### src/rtl/multi_rate_timer.sv
// Multi-channel programmable tick generator: each channel raises a one-cycle Enable
// every P cycles (periodic) or once (one-shot), with glitch-free period updates.
module multi_rate_timer #(
    parameter int unsigned WIDTH          = 24,
    parameter int unsigned NCH            = 4,
    parameter int unsigned DEFAULT_PERIOD = 12_500_000,
    localparam int unsigned CHW           = (NCH > 1) ? $clog2(NCH) : 1
) (
    input  logic             Clk,
    input  logic             Reset,
    input  logic             WrEn,
    input  logic [CHW-1:0]   WrCh,
    input  logic [WIDTH-1:0] WrPeriod,
    input  logic [NCH-1:0]   Start,
    input  logic [NCH-1:0]   Stop,
    input  logic [NCH-1:0]   OneShot,
    output logic [NCH-1:0]   Enable,
    output logic [NCH-1:0]   Busy,
    output logic             WrErr
);

    // state   | meaning
    // ST_IDLE | channel halted, writes go straight to the active period
    // ST_RUN  | counting; writes are held as pending until terminal count or Stop
    typedef enum logic {
        ST_IDLE = 1'b0,
        ST_RUN  = 1'b1
    } state_t;

    localparam logic [CHW:0]     NCH_LIM   = (CHW+1)'(NCH);
    localparam logic [WIDTH-1:0] PERIOD_RST = WIDTH'(DEFAULT_PERIOD);

    state_t           state_q    [NCH];
    state_t           state_d    [NCH];
    logic [WIDTH-1:0] count_q    [NCH];
    logic [WIDTH-1:0] count_d    [NCH];
    logic [WIDTH-1:0] period_q   [NCH];
    logic [WIDTH-1:0] period_d   [NCH];
    logic [WIDTH-1:0] pend_q     [NCH];
    logic [WIDTH-1:0] pend_d     [NCH];
    logic [NCH-1:0]   pend_vld_q;
    logic [NCH-1:0]   pend_vld_d;
    logic [NCH-1:0]   oneshot_q;
    logic [NCH-1:0]   oneshot_d;
    logic [NCH-1:0]   enable_q;
    logic [NCH-1:0]   enable_d;
    logic [NCH-1:0]   busy_q;
    logic [NCH-1:0]   busy_d;
    logic             wr_err_q;
    logic             wr_err_d;

    logic             wr_bad;
    logic [NCH-1:0]   wr_hit;
    logic [NCH-1:0]   term;

    always_comb begin
        wr_bad   = WrEn && ((WrPeriod == '0) || ({1'b0, WrCh} >= NCH_LIM));
        wr_err_d = wr_bad;
        wr_hit   = '0;
        term     = '0;
        for (int i = 0; i < NCH; i++) begin
            wr_hit[i] = WrEn && !wr_bad && (WrCh == CHW'(i));
            term[i]   = (count_q[i] == (period_q[i] - WIDTH'(1)));
        end
    end

    always_comb begin
        for (int i = 0; i < NCH; i++) begin
            state_d[i]    = state_q[i];
            count_d[i]    = count_q[i];
            period_d[i]   = period_q[i];
            pend_d[i]     = pend_q[i];
            pend_vld_d[i] = pend_vld_q[i];
            oneshot_d[i]  = oneshot_q[i];
            enable_d[i]   = 1'b0;

            case (state_q[i])
                ST_IDLE: begin
                    if (wr_hit[i]) begin
                        period_d[i] = WrPeriod;
                    end
                    if (Start[i] && !Stop[i]) begin
                        state_d[i]   = ST_RUN;
                        count_d[i]   = '0;
                        oneshot_d[i] = OneShot[i];
                    end
                end
                ST_RUN: begin
                    if (Stop[i]) begin
                        state_d[i]    = ST_IDLE;
                        count_d[i]    = '0;
                        pend_vld_d[i] = 1'b0;
                        if (wr_hit[i]) begin
                            period_d[i] = WrPeriod;
                        end else if (pend_vld_q[i]) begin
                            period_d[i] = pend_q[i];
                        end
                    end else if (Start[i]) begin
                        // Retrigger restarts the period but keeps any pending value queued.
                        count_d[i]   = '0;
                        oneshot_d[i] = OneShot[i];
                        if (wr_hit[i]) begin
                            pend_d[i]     = WrPeriod;
                            pend_vld_d[i] = 1'b1;
                        end
                    end else if (term[i]) begin
                        count_d[i]    = '0;
                        enable_d[i]   = 1'b1;
                        pend_vld_d[i] = 1'b0;
                        if (oneshot_q[i]) begin
                            state_d[i] = ST_IDLE;
                        end
                        if (wr_hit[i]) begin
                            period_d[i] = WrPeriod;
                        end else if (pend_vld_q[i]) begin
                            period_d[i] = pend_q[i];
                        end
                    end else begin
                        count_d[i] = count_q[i] + WIDTH'(1);
                        if (wr_hit[i]) begin
                            pend_d[i]     = WrPeriod;
                            pend_vld_d[i] = 1'b1;
                        end
                    end
                end
                default: state_d[i] = ST_IDLE;
            endcase

            busy_d[i] = (state_d[i] == ST_RUN);
        end
    end

    always_ff @(posedge Clk or posedge Reset) begin
        if (Reset) begin
            for (int i = 0; i < NCH; i++) begin
                state_q[i]  <= ST_IDLE;
                count_q[i]  <= '0;
                period_q[i] <= PERIOD_RST;
                pend_q[i]   <= '0;
            end
            pend_vld_q <= '0;
            oneshot_q  <= '0;
            enable_q   <= '0;
            busy_q     <= '0;
            wr_err_q   <= 1'b0;
        end else begin
            for (int i = 0; i < NCH; i++) begin
                state_q[i]  <= state_d[i];
                count_q[i]  <= count_d[i];
                period_q[i] <= period_d[i];
                pend_q[i]   <= pend_d[i];
            end
            pend_vld_q <= pend_vld_d;
            oneshot_q  <= oneshot_d;
            enable_q   <= enable_d;
            busy_q     <= busy_d;
            wr_err_q   <= wr_err_d;
        end
    end

    assign Enable = enable_q;
    assign Busy   = busy_q;
    assign WrErr  = wr_err_q;

endmodule

### config.mk
export PLATFORM = sky130hd
export DESIGN_NAME = multi_rate_timer
export DESIGN_NICKNAME = d
export VERILOG_FILES = /design/src/rtl/multi_rate_timer.sv
export SDC_FILE = /design/constraint.sdc
export NUM_CORES = 1
export LEC_CHECK = 0
export CAP_MARGIN = 20
export CORE_ASPECT_RATIO = 0.7
export CORE_MARGIN = 2
export CORE_UTILIZATION = 40
export CTS_CLUSTER_SIZE = 30
export DETAILED_ROUTE_END_ITERATION = 10
export SLEW_MARGIN = 20
export SYNTH_ARGS = -nofsm -noshare
export SYNTH_HDL_FRONTEND = slang
export SYNTH_SLANG_ARGS = --single-unit
### constraint.sdc
create_clock -name Clk -period 11.5 [get_ports Clk]
set_input_delay 2.875 -clock Clk [delete_from_list [all_inputs] [get_ports Clk]]
set_output_delay 2.875 -clock Clk [all_outputs]
set_load 0.03 [all_outputs]
==> flow_summary.yaml, run 1 <==
route:
  avgRoutedWirePerCell_um: 21.2
  vias: 15900
  violation_count_after_the_first_detailed_route_iteration: 1562
  detail_route.wirelength_um: 54400
  detail_route.drc_violations: 0
  drtPass1Iterations: 5
  detail_route.vias_per_cell: 6.17
  antenna_left: 0
pwr:
  cellPowerDensity_mw_per_mm2: 171
  p_leak_uw: 0.00822
  power.share.combinational: 0.254
  power.share.switching: 0.338
  power_report.internal_total_uw: 2410
  netSwitchingPower_uw: 1230
  seq_power_share: 0.436
  vdd_drop_max_mv: 0.125
  clkPwrFrac: 0.310
worst_setup_path:
  timing.critical_path.from_type: "input port"
  r2r_slack_ns: 6.26
  critPathRequiredTime_ns: 11.97
  worst-endpoint-arrival_ns: 6.42
  path_class: "input port to flop"
  crit-reg2reg-capture: "pend_q[80]"
  setup.worst_path.end_class: "flop"
  worst_reg2reg_path_depth: 8
  worst-path-max-fanout: 20
  timing.rr.start: "period_q[75]"
cts:
  cts_resized: 0
  clock_path_buffers: 3
  number_of_sinks_handled_by_clock_tree_synthesis: 305
  cts-buffers-inserted: 31
  hold_buffers: 0
  ctsRootBufferMaster: "clkbuf_16"
  clock_tree.htree_level_count: 1
  clock_latency_at_the_later_pin_of_the_worst_skew_pair_ns: 0.60
  clk_pin_slew_worst_paths_ns: 0.07
  cts_setup_buffers: 0
  cts_tree: "yes"
yosys:
  synth_seq_area_share: 0.398
  post-synth-top-count-cell: "dfrtp_1"
  yosysWarningCount: 0
  synth_area_leaders: "dfrtp_1, mux2_2, dfstp_2"
  ys_ff_latch: 305
  synth-edff-count: 0
  postSynthNetCount: 1999
  postSynth.topFlopCell: "dfrtp_1"
  cell_taking_the_most_area_after_synthesis: "dfrtp_1"
  syn_area_per_cell_um2: 9.91
  netlist-cell-type-count: 102
  postSynth.asyncResetShare: 1.00
  list_of_most_frequent_post_synthesis_cells: "dfrtp_1, mux2_2, nand2_1"
  synthDominantCellAreaShare: 0.333
  synth_area_mm2: 0.0193
  syn_inst: 1950
flow_run:
  maxCapViolations: 0
floorplan:
  initial_core_utilization: 0.404
  dieWidth_um: 267
  ios: 50
  core_area_mm2: 0.0478
  floorplan.die.height_um: 188
  floorplan.die_area_mm2: 0.0501
  rows: 67
placement:
  gp_congestion: 0.886
  numPlacedInstances: 2513
  detailed_place_hpwl_um: 37900
  buffer_ports.inserted: 49
finish:
  fin_util: 0.446
  drive_gt1_frac: 0.202
  design.final.nets: 1974
  n_fill_cell: 4504
  area_of_all_sequential_standard_cells_mm2: 0.00769
  layout.cells.non_filler: 2571
  multi_input_gate_area_in_the_final_layout_mm2: 0.0109
  synthToLayoutAreaGrowth_pct: 10.4
  diodes: 0
global_routing:
  grt_pass1_wl_um: 86800
  global_route.overflow_total: 0
  grt_start_max_net_pins: 182
  grt_pass1_vias: 15100
  total_routing_usage_gr: 0.215
  antenna_found_initial: 0
timing:
  max_slew_margin: 0.190
  grt_setup_unrepaired: "no"
  setup_viol: 0
  fin_crit_sh: 0.518
  fmax_mhz: 168
  setup-tns-final_ns: 0
  final_period_minus_worst_setup_slack_ns: 5.95
  worst_clock_skew_ns: 0.0221
  slew_violations: 0
  worst_slew_pin_slew_ns: 1.20
  hold_violations: 0
min_path:
  hold_path_depth: 1
  holdCritStartpoint: "oneshot_q[0]"
  worstHoldPathType: "flop to flop"
  hold-path-endpoint: "Busy[0]"
status:
  result_of_the_run: "finished clean"
flip-flops by register name, summed over array words and instances (netlist names):
| name | count |
|---|---|
| count_q | 96 |
| pend_q | 96 |
| Enable | 4 |
| oneshot_q | 4 |
| pend_vld_q | 4 |
| period_q | 96 |
| WrErr | 1 |
| Busy | 4 |
cells by family after synthesis:
family | Yosys count | share of synthesized area
compound gates | 366 | 0.142
xor+xnor | 108 | 0.0490
fa+ha+maj | 8 | 0.00518
buf+inv | 171 | 0.0398
flops | 305 | 0.398
mux | 281 | 0.165
simple gates | 711 | 0.201
layout by cell type, fill, tap and decap left out, types with 31 or more instances in the layout:
master | netlist | layout
nor3_1 | 58 | 57
a21oi_1 | 33 | 33
dfstp_2 | 48 | 48
and2_1 | 39 | 39
xor2_1 | 33 | 33
nand2_1 | 165 | 164
xnor2_1 | 75 | 75
clkbuf_16 | 0 | 31
mux2_1 | 37 | 37
inv_1 | 41 | 40
nand4_1 | 50 | 50
nor4_1 | 44 | 44
dfrtp_1 | 257 | 257
nor2_1 | 90 | 89
nand3_1 | 74 | 74
mux2_2 | 184 | 184
o21ai_0 | 68 | 68
mux2i_1 | 40 | 40
clkdlybuf4s50_1 | 0 | 49
worst max path at each step:
stage	depth (start not counted)	slack (ns)	startpoint	end
6_report	9	5.55	WrPeriod[0]	period_q[94]
5_1_grt	10	5.39	WrPeriod[0]	period_q[56]
4_1_cts	8	5.58	WrPeriod[0]	period_q[27]
3_5_place_dp	9	4.98	WrPeriod[0]	period_q[94]
3_3_place_gp	9	4.81	WrPeriod[18]	period_q[56]
2_1_floorplan	1	0.27	Reset	Busy[0]
power by group through the flow:
| stage | registers (µW) | logic [µW] | clock network (µW) |
|---|---|---|---|
| 2_1_floorplan | 1470 | 751 | 0 |
| 3_3_place_gp | 1590 | 881 | 0 |
| 3_5_place_dp | 1600 | 911 | 0 |
| 4_1_cts | 1580 | 916 | 1150 |
| 5_1_grt | 1620 | 1020 | 1190 |
| 6_report | 1590 | 925 | 1130 |
per-layer routing:
metal	part of all wire	GRT usage	vias to the layer above
li1	-	-	7267
met1	0.51	0.348	7979
met2	0.40	0.296	542
met3	0.067	0.0351	63
met4	0.019	0.0411	0
met5	0	0	-
through the flow:
stage	hold WS [ns]	cell area (µm²)	worst slack [ns]	total power, µW
final	0.440	21300	5.55	3640
after global routing	0.471	21300	5.39	3820
after CTS	0.451	21300	5.58	3640
after detailed placement	0.461	20200	4.98	2510
after global placement	0.452	20200	4.81	2470
after floorplan	0.433	19300	0.273	2220
layout make-up:
| class | instances | area share |
|---|---|---|
| multi-input cells | 1474 | 0.511 |
| flip-flops and latches | 305 | 0.361 |
| clock buffers | 35 | 0.0385 |
| well taps | 621 | 0.0364 |
| repair buffers | 71 | 0.0315 |
| clock inverters | 23 | 0.0138 |
| inverters | 42 | 0.00774 |
critical path, cell delays in order:
cell and delay (ns):
clkdlybuf4s50_1 0.68, nor4_1 0.55, nand4_1 0.21, o21ai_1 0.72, or3_1 0.30, nand2_1 0.19, buf_4 0.30, mux2_2 0.31
mux2_2 0.27
Power figures use the tool's default switching activity.
==> inputs of run 2 (changes only) <==
Clock period 11.5 ns to 6.1 ns, I/O delays scaled along.
==> run 2 against run 1 <==
Net effect: non-clock buffer count is 24 higher; clock skew is 0.010 ns lower; clock power is 88% higher; sequential power is 86% higher; die area stayed put; first-iteration DRC count is 19% lower; global-route usage is 0.51 points lower; power is 88% higher; utilization is 0.39 points higher; setup slack worse by 4.2 ns; register-to-register slack worse by 4.9 ns; critical path type unchanged; critical endpoint is now period_q[79].
==> flow_summary.yaml, run 2 (synthesized netlist as in run 1, its figures left out) <==
placement:
  gp_congestion: 0.910
  buffer_ports.inserted: 49
  detailed_place_hpwl_um: 36300
finish:
  design.final.nets: 1998
  drive_gt1_frac: 0.210
  area_of_all_sequential_standard_cells_mm2: 0.00769
  layout_common_cells: "dfrtp_1, mux2_2, nand2_1, nor2_1, xnor2_1"
  n_fill_cell: 4512
  final_common_cell: "dfrtp_1"
  multi_input_gate_area_in_the_final_layout_mm2: 0.0109
  synthToLayoutAreaGrowth_pct: 11.4
  largest_registers: "count_q (96), pend_q (96), period_q (96)"
flow_run:
  maxCapViolations: 0
route:
  drtPass1Iterations: 5
  avgRoutedWirePerCell_um: 20.2
  antenna_left: 0
  violation_count_after_the_first_detailed_route_iteration: 1267
  detail_route.vias_per_cell: 6.06
  detail_route.drc_violations: 0
  detail_route.wirelength_um: 52400
  vias: 15700
global_routing:
  grt_pass1_wl_um: 85400
  antenna_found_initial: 1
  global_route.overflow_total: 0
  total_routing_usage_gr: 0.210
  grt_start_max_net_pins: 140
  grt_pass1_vias: 15300
timing:
  worst_slew_pin_slew_ns: 1.06
  slew_violations: 0
  setup_viol: 0
  hold_violations: 0
  grt_setup_unrepaired: "no"
  fmax_mhz: 209
  setup-tns-final_ns: 0
  fin_crit_sh: 0.786
  max_slew_margin: 0.289
  final_period_minus_worst_setup_slack_ns: 4.79
  worst_clock_skew_ns: 0.0119
worst_setup_path:
  timing.rr.start: "period_q[74]"
  worst-endpoint-arrival_ns: 5.25
  crit-reg2reg-capture: "Busy[0]"
  r2r_slack_ns: 1.37
  cpLargestDelayFamily: "simple AND/OR/NAND/NOR gates"
  timing.critical_path.from_type: "input port"
  crit_path_max_delay_cell_type: "nor4_1"
  critPathRequiredTime_ns: 6.56
  crit_path_cell_trace: "clkdlybuf4s50_1, nor4_1, nand4_1, o21ai_1, or3_1, nand2_1, buf_4, mux2_2, mux2_2"
  worst-path-max-fanout: 24
  setup.worst_path.end_class: "flop"
  path_class: "input port to flop"
  critical-path-max-stage-delay_ns: 0.79
  worst_setup_path_startpoint: "WrPeriod[14]"
  worst_path_most_repeated_cell: "mux2_2"
  worst_reg2reg_path_depth: 8
  critPathBufInv: 2
floorplan:
  core_area_mm2: 0.0478
  rows: 67
  ios: 50
  floorplan.die.height_um: 188
  dieWidth_um: 267
  initial_core_utilization: 0.404
  floorplan.die_area_mm2: 0.0501
cts:
  cts-buffers-inserted: 31
  number_of_sinks_handled_by_clock_tree_synthesis: 305
  hold_buffers: 0
  clock_tree.htree_level_count: 1
  cts_tree: "yes"
  clock_latency_at_the_later_pin_of_the_worst_skew_pair_ns: 0.59
  clk_pin_slew_worst_paths_ns: 0.07
  cts_setup_buffers: 0
  clock_path_buffers: 3
  cts_resized: 0
  ctsRootBufferMaster: "clkbuf_16"
status:
  result_of_the_run: "finished clean"
pwr:
  cellPowerDensity_mw_per_mm2: 317
  p_leak_uw: 0.00833
  vdd_drop_max_mv: 0.208
  finalPower_uw: 6820
min_path:
  holdCritStartpoint: "oneshot_q[3]"
  hold_path_depth: 1
  hold-path-endpoint: "Busy[3]"
  worstHoldPathType: "flop to flop"
run 2: changes by cell type in the layout (fill, tap and decap cells not counted), sizes merged:
cell and change:
buf +24, clkinvlp +2, clkbuf +3, inv -3, diode +2, bufinv +1, clkinv -4
run 2: layout make-up:
class,instances,area share
Multi-Input combinational cell,1474,0.506
Sequential cell,305,0.358
Timing Repair Buffer,95,0.0400
Clock buffer,38,0.0391
Tap cell,621,0.0361
Clock inverter,19,0.0133
Inverter,42,0.00750
Antenna cell,2,0.000233
run 2: power by group:
| group | total (µW) | internal, µW | switching (µW) | leakage [µW] |
|---|---|---|---|---|
| clock | 2130 | 1280 | 859 | 0.000542 |
| sequential | 2950 | 2480 | 466 | 0.00386 |
| combinational | 1740 | 844 | 898 | 0.00393 |
run 2: metal layers:
| metal | vias to the layer above | GRT usage | part of all wire |
|---|---|---|---|
| li1 | 7336 | - | - |
| met1 | 7924 | 0.327 | 0.50 |
| met2 | 416 | 0.308 | 0.43 |
| met3 | 59 | 0.0315 | 0.058 |
| met4 | 0 | 0.0357 | 0.015 |
| met5 | - | 0 | 0 |
run 2: worst register-to-register path: stages (launching register included):
cell and delay (ns):
dfrtp_1 0.47, nor3_1 0.72, nand4_1 0.37, or3_1 0.45, xnor2_1 0.17, a2111oi_1 0.72, nand4_1 0.82, nor2_1 0.66
a311oi_1 0.19
run 2: worst max path at each step:
stage,slack [ns],endpoint,depth (start not counted)
6_report,1.31,period_q[79],9
5_1_grt,0.97,Busy[0],8
4_1_cts,1.26,period_q[31],8
3_5_place_dp,0.69,period_q[31],8
3_3_place_gp,0.46,period_q[27],9
2_1_floorplan,0.56,Busy[0],1
run 2: metrics by stage:
step	utilization	cells	worst slack, ns	hold slack [ns]	cell area [µm²]
2_1_floorplan	-	1950	0.557	0.433	19300
3_3_place_gp	0.426	2537	0.458	0.457	20400
3_5_place_dp	0.426	2537	0.688	0.465	20400
4_1_cts	0.450	2594	1.26	0.474	21500
5_1_grt	0.450	2594	0.966	0.505	21500
6_report	0.450	2596	1.31	0.475	21500
==> inputs of run 3 (changes only) <==
Clock period 6.1 ns to 4.19 ns, I/O delays scaled along.
==> run 3 against run 2 <==
Net effect: clock-buffer cell count grew 6; sequential power grew 44%; critical path depth rose by 2; sequential share of layout area is 1.2 points lower; critical endpoint is now count_q[27]; worst hold slack better by 0.0024 ns; critical path type is now flop to flop; clock skew decreased by 0.0022 ns; setup slack got worse by 0.97 ns; largest cell class unchanged.
==> flow_summary.yaml, run 3 (synthesized netlist as in run 1, its figures left out) <==
finish:
  diodes: 0
  layout_common_cells: "dfrtp_1, mux2_2, nand2_1, buf_4, nor2_1"
  synthToLayoutAreaGrowth_pct: 15.2
  layout.cells.non_filler: 2672
  design.final.nets: 2076
  n_fill_cell: 4427
  drive_gt1_frac: 0.240
  final_common_cell: "dfrtp_1"
  largest_registers: "count_q (96), pend_q (96), period_q (96)"
floorplan:
  core_area_mm2: 0.0478
  rows: 67
  initial_core_utilization: 0.404
  dieWidth_um: 267
  floorplan.die.height_um: 188
  floorplan.die_area_mm2: 0.0501
  ios: 50
timing:
  max_slew_margin: 0.348
  fin_crit_sh: 0.919
  final_period_minus_worst_setup_slack_ns: 3.85
  worst_slew_pin_slew_ns: 0.968
  hold_violations: 0
  setup_viol: 0
  setup-tns-final_ns: 0
  fmax_mhz: 260
  worst_clock_skew_ns: 0.00965
  grt_setup_unrepaired: "no"
  slew_violations: 0
route:
  drtPass1Iterations: 6
  detail_route.vias_per_cell: 6.04
  antenna_left: 0
  avgRoutedWirePerCell_um: 20.1
  vias: 16100
  detail_route.wirelength_um: 53800
  detail_route.drc_violations: 0
  violation_count_after_the_first_detailed_route_iteration: 1343
worst_setup_path:
  timing.critical_path.from_type: "flop"
  critPathRequiredTime_ns: 4.66
  critPathBufInv: 2
  cp_num_cells: 11
  worst-endpoint-arrival_ns: 4.32
  setup.worst_path.end_class: "flop"
  cpLargestDelayFamily: "simple AND/OR/NAND/NOR gates"
  worst_path_most_repeated_cell: "nand4_1"
  worst_reg2reg_path_depth: 11
  r2r_slack_ns: 0.34
  path_class: "flop to flop"
  crit_path_max_delay_cell_type: "or4b_1"
  worst-path-max-fanout: 12
  critical-path-max-stage-delay_ns: 0.62
  crit_path_cell_trace: "inv_1, ha_1, nor4b_2, nand4_1, or4b_1, a22oi_1, nand4_1, or3_1, buf_4, a31o_2, a22o_1"
cts:
  number_of_sinks_handled_by_clock_tree_synthesis: 305
  clock_latency_at_the_later_pin_of_the_worst_skew_pair_ns: 0.59
  clock_path_buffers: 3
  clk_pin_slew_worst_paths_ns: 0.07
  cts_tree: "yes"
  cts-buffers-inserted: 31
  clock_tree.htree_level_count: 1
  ctsRootBufferMaster: "clkbuf_16"
pwr:
  cellPowerDensity_mw_per_mm2: 453
  vdd_drop_max_mv: 0.249
  p_leak_uw: 0.00877
global_routing:
  grt_start_max_net_pins: 69
  global_route.overflow_total: 0
  total_routing_usage_gr: 0.214
  grt_pass1_vias: 15500
  grt_pass1_wl_um: 87100
  antenna_found_initial: 1
placement:
  detailed_place_hpwl_um: 38800
  buffer_ports.inserted: 49
  numPlacedInstances: 2614
  gp_congestion: 0.877
min_path:
  hold_path_depth: 1
  worstHoldPathType: "flop to flop"
flow_run:
  maxCapViolations: 0
status:
  result_of_the_run: "finished clean"
## run 3: through the flow
step           utilization  total power [µW]  worst slack, ns  hold slack (ns)  area (µm²)
2_1_floorplan            -              6100           -0.875            0.433       19300
3_5_place_dp         0.442              6990           0.0488            0.466       21100
4_1_cts              0.465             10100            0.125            0.484       22200
3_3_place_gp         0.441              6880          -0.0505            0.456       21100
6_report             0.466             10100            0.339            0.477       22300
5_1_grt              0.466             10600           0.0360            0.517       22300
## run 3: cell type report
class                   count  area (µm²)  share of cell area
multi-input cells        1474       10900               0.490
flip-flops and latches    305        7690               0.346
repair buffers            173        1610              0.0722
clock buffers              44         925              0.0415
well taps                 621         777              0.0349
clock inverters            13         198             0.00888
inverters                  42         161             0.00725
## run 3: path summary, 6_finish.rpt
check / from / to
hold reg to reg: oneshot_q[3] / Busy[3]
setup / recovery: period_q[24] / count_q[27]
max in group asynchronous: Reset / count_q[22]
min in group asynchronous: Reset / WrErr
hold / removal: oneshot_q[3] / Busy[3]
setup reg to reg: period_q[24] / count_q[27]
## run 3: worst register-to-register path: stages (launching register included)
cell	delay (ns)
dfrtp_1	0.42
inv_1	0.10
ha_1	0.27
nor4b_2	0.38
nand4_1	0.34
or4b_1	0.62
a22oi_1	0.27
nand4_1	0.12
or3_1	0.57
buf_4	0.29
a31o_2	0.21
a22o_1	0.17
## run 3: timing repair
| item | in CTS | in global routing |
|---|---|---|
| resized for setup | 0 | 3 |
| setup endpoints to repair | 0 | 71 |
| buffers inserted | 0 | 0 |
| endpoints found under the hold margin | 0 | 0 |
| hold buffers | 0 | 0 |
## run 3: report_power, final
group | switching, µW | leakage (µW) | total (µW) | internal [µW]
Sequential | 634 | 0.00386 | 4250 | 3610
Combinational | 1390 | 0.00437 | 2750 | 1360
Clock | 1250 | 0.000548 | 3090 | 1830
## run 3: metal layers
layer  GRT usage  vias to the layer above  wire (µm)  part of all wire
met5           0                        -          0                 0
met4      0.0365                        0        786             0.015
met3      0.0377                       52       3190             0.059
met2       0.306                      418      22500              0.42
met1       0.337                     8192      27400              0.51
li1            -                     7466          -                 -
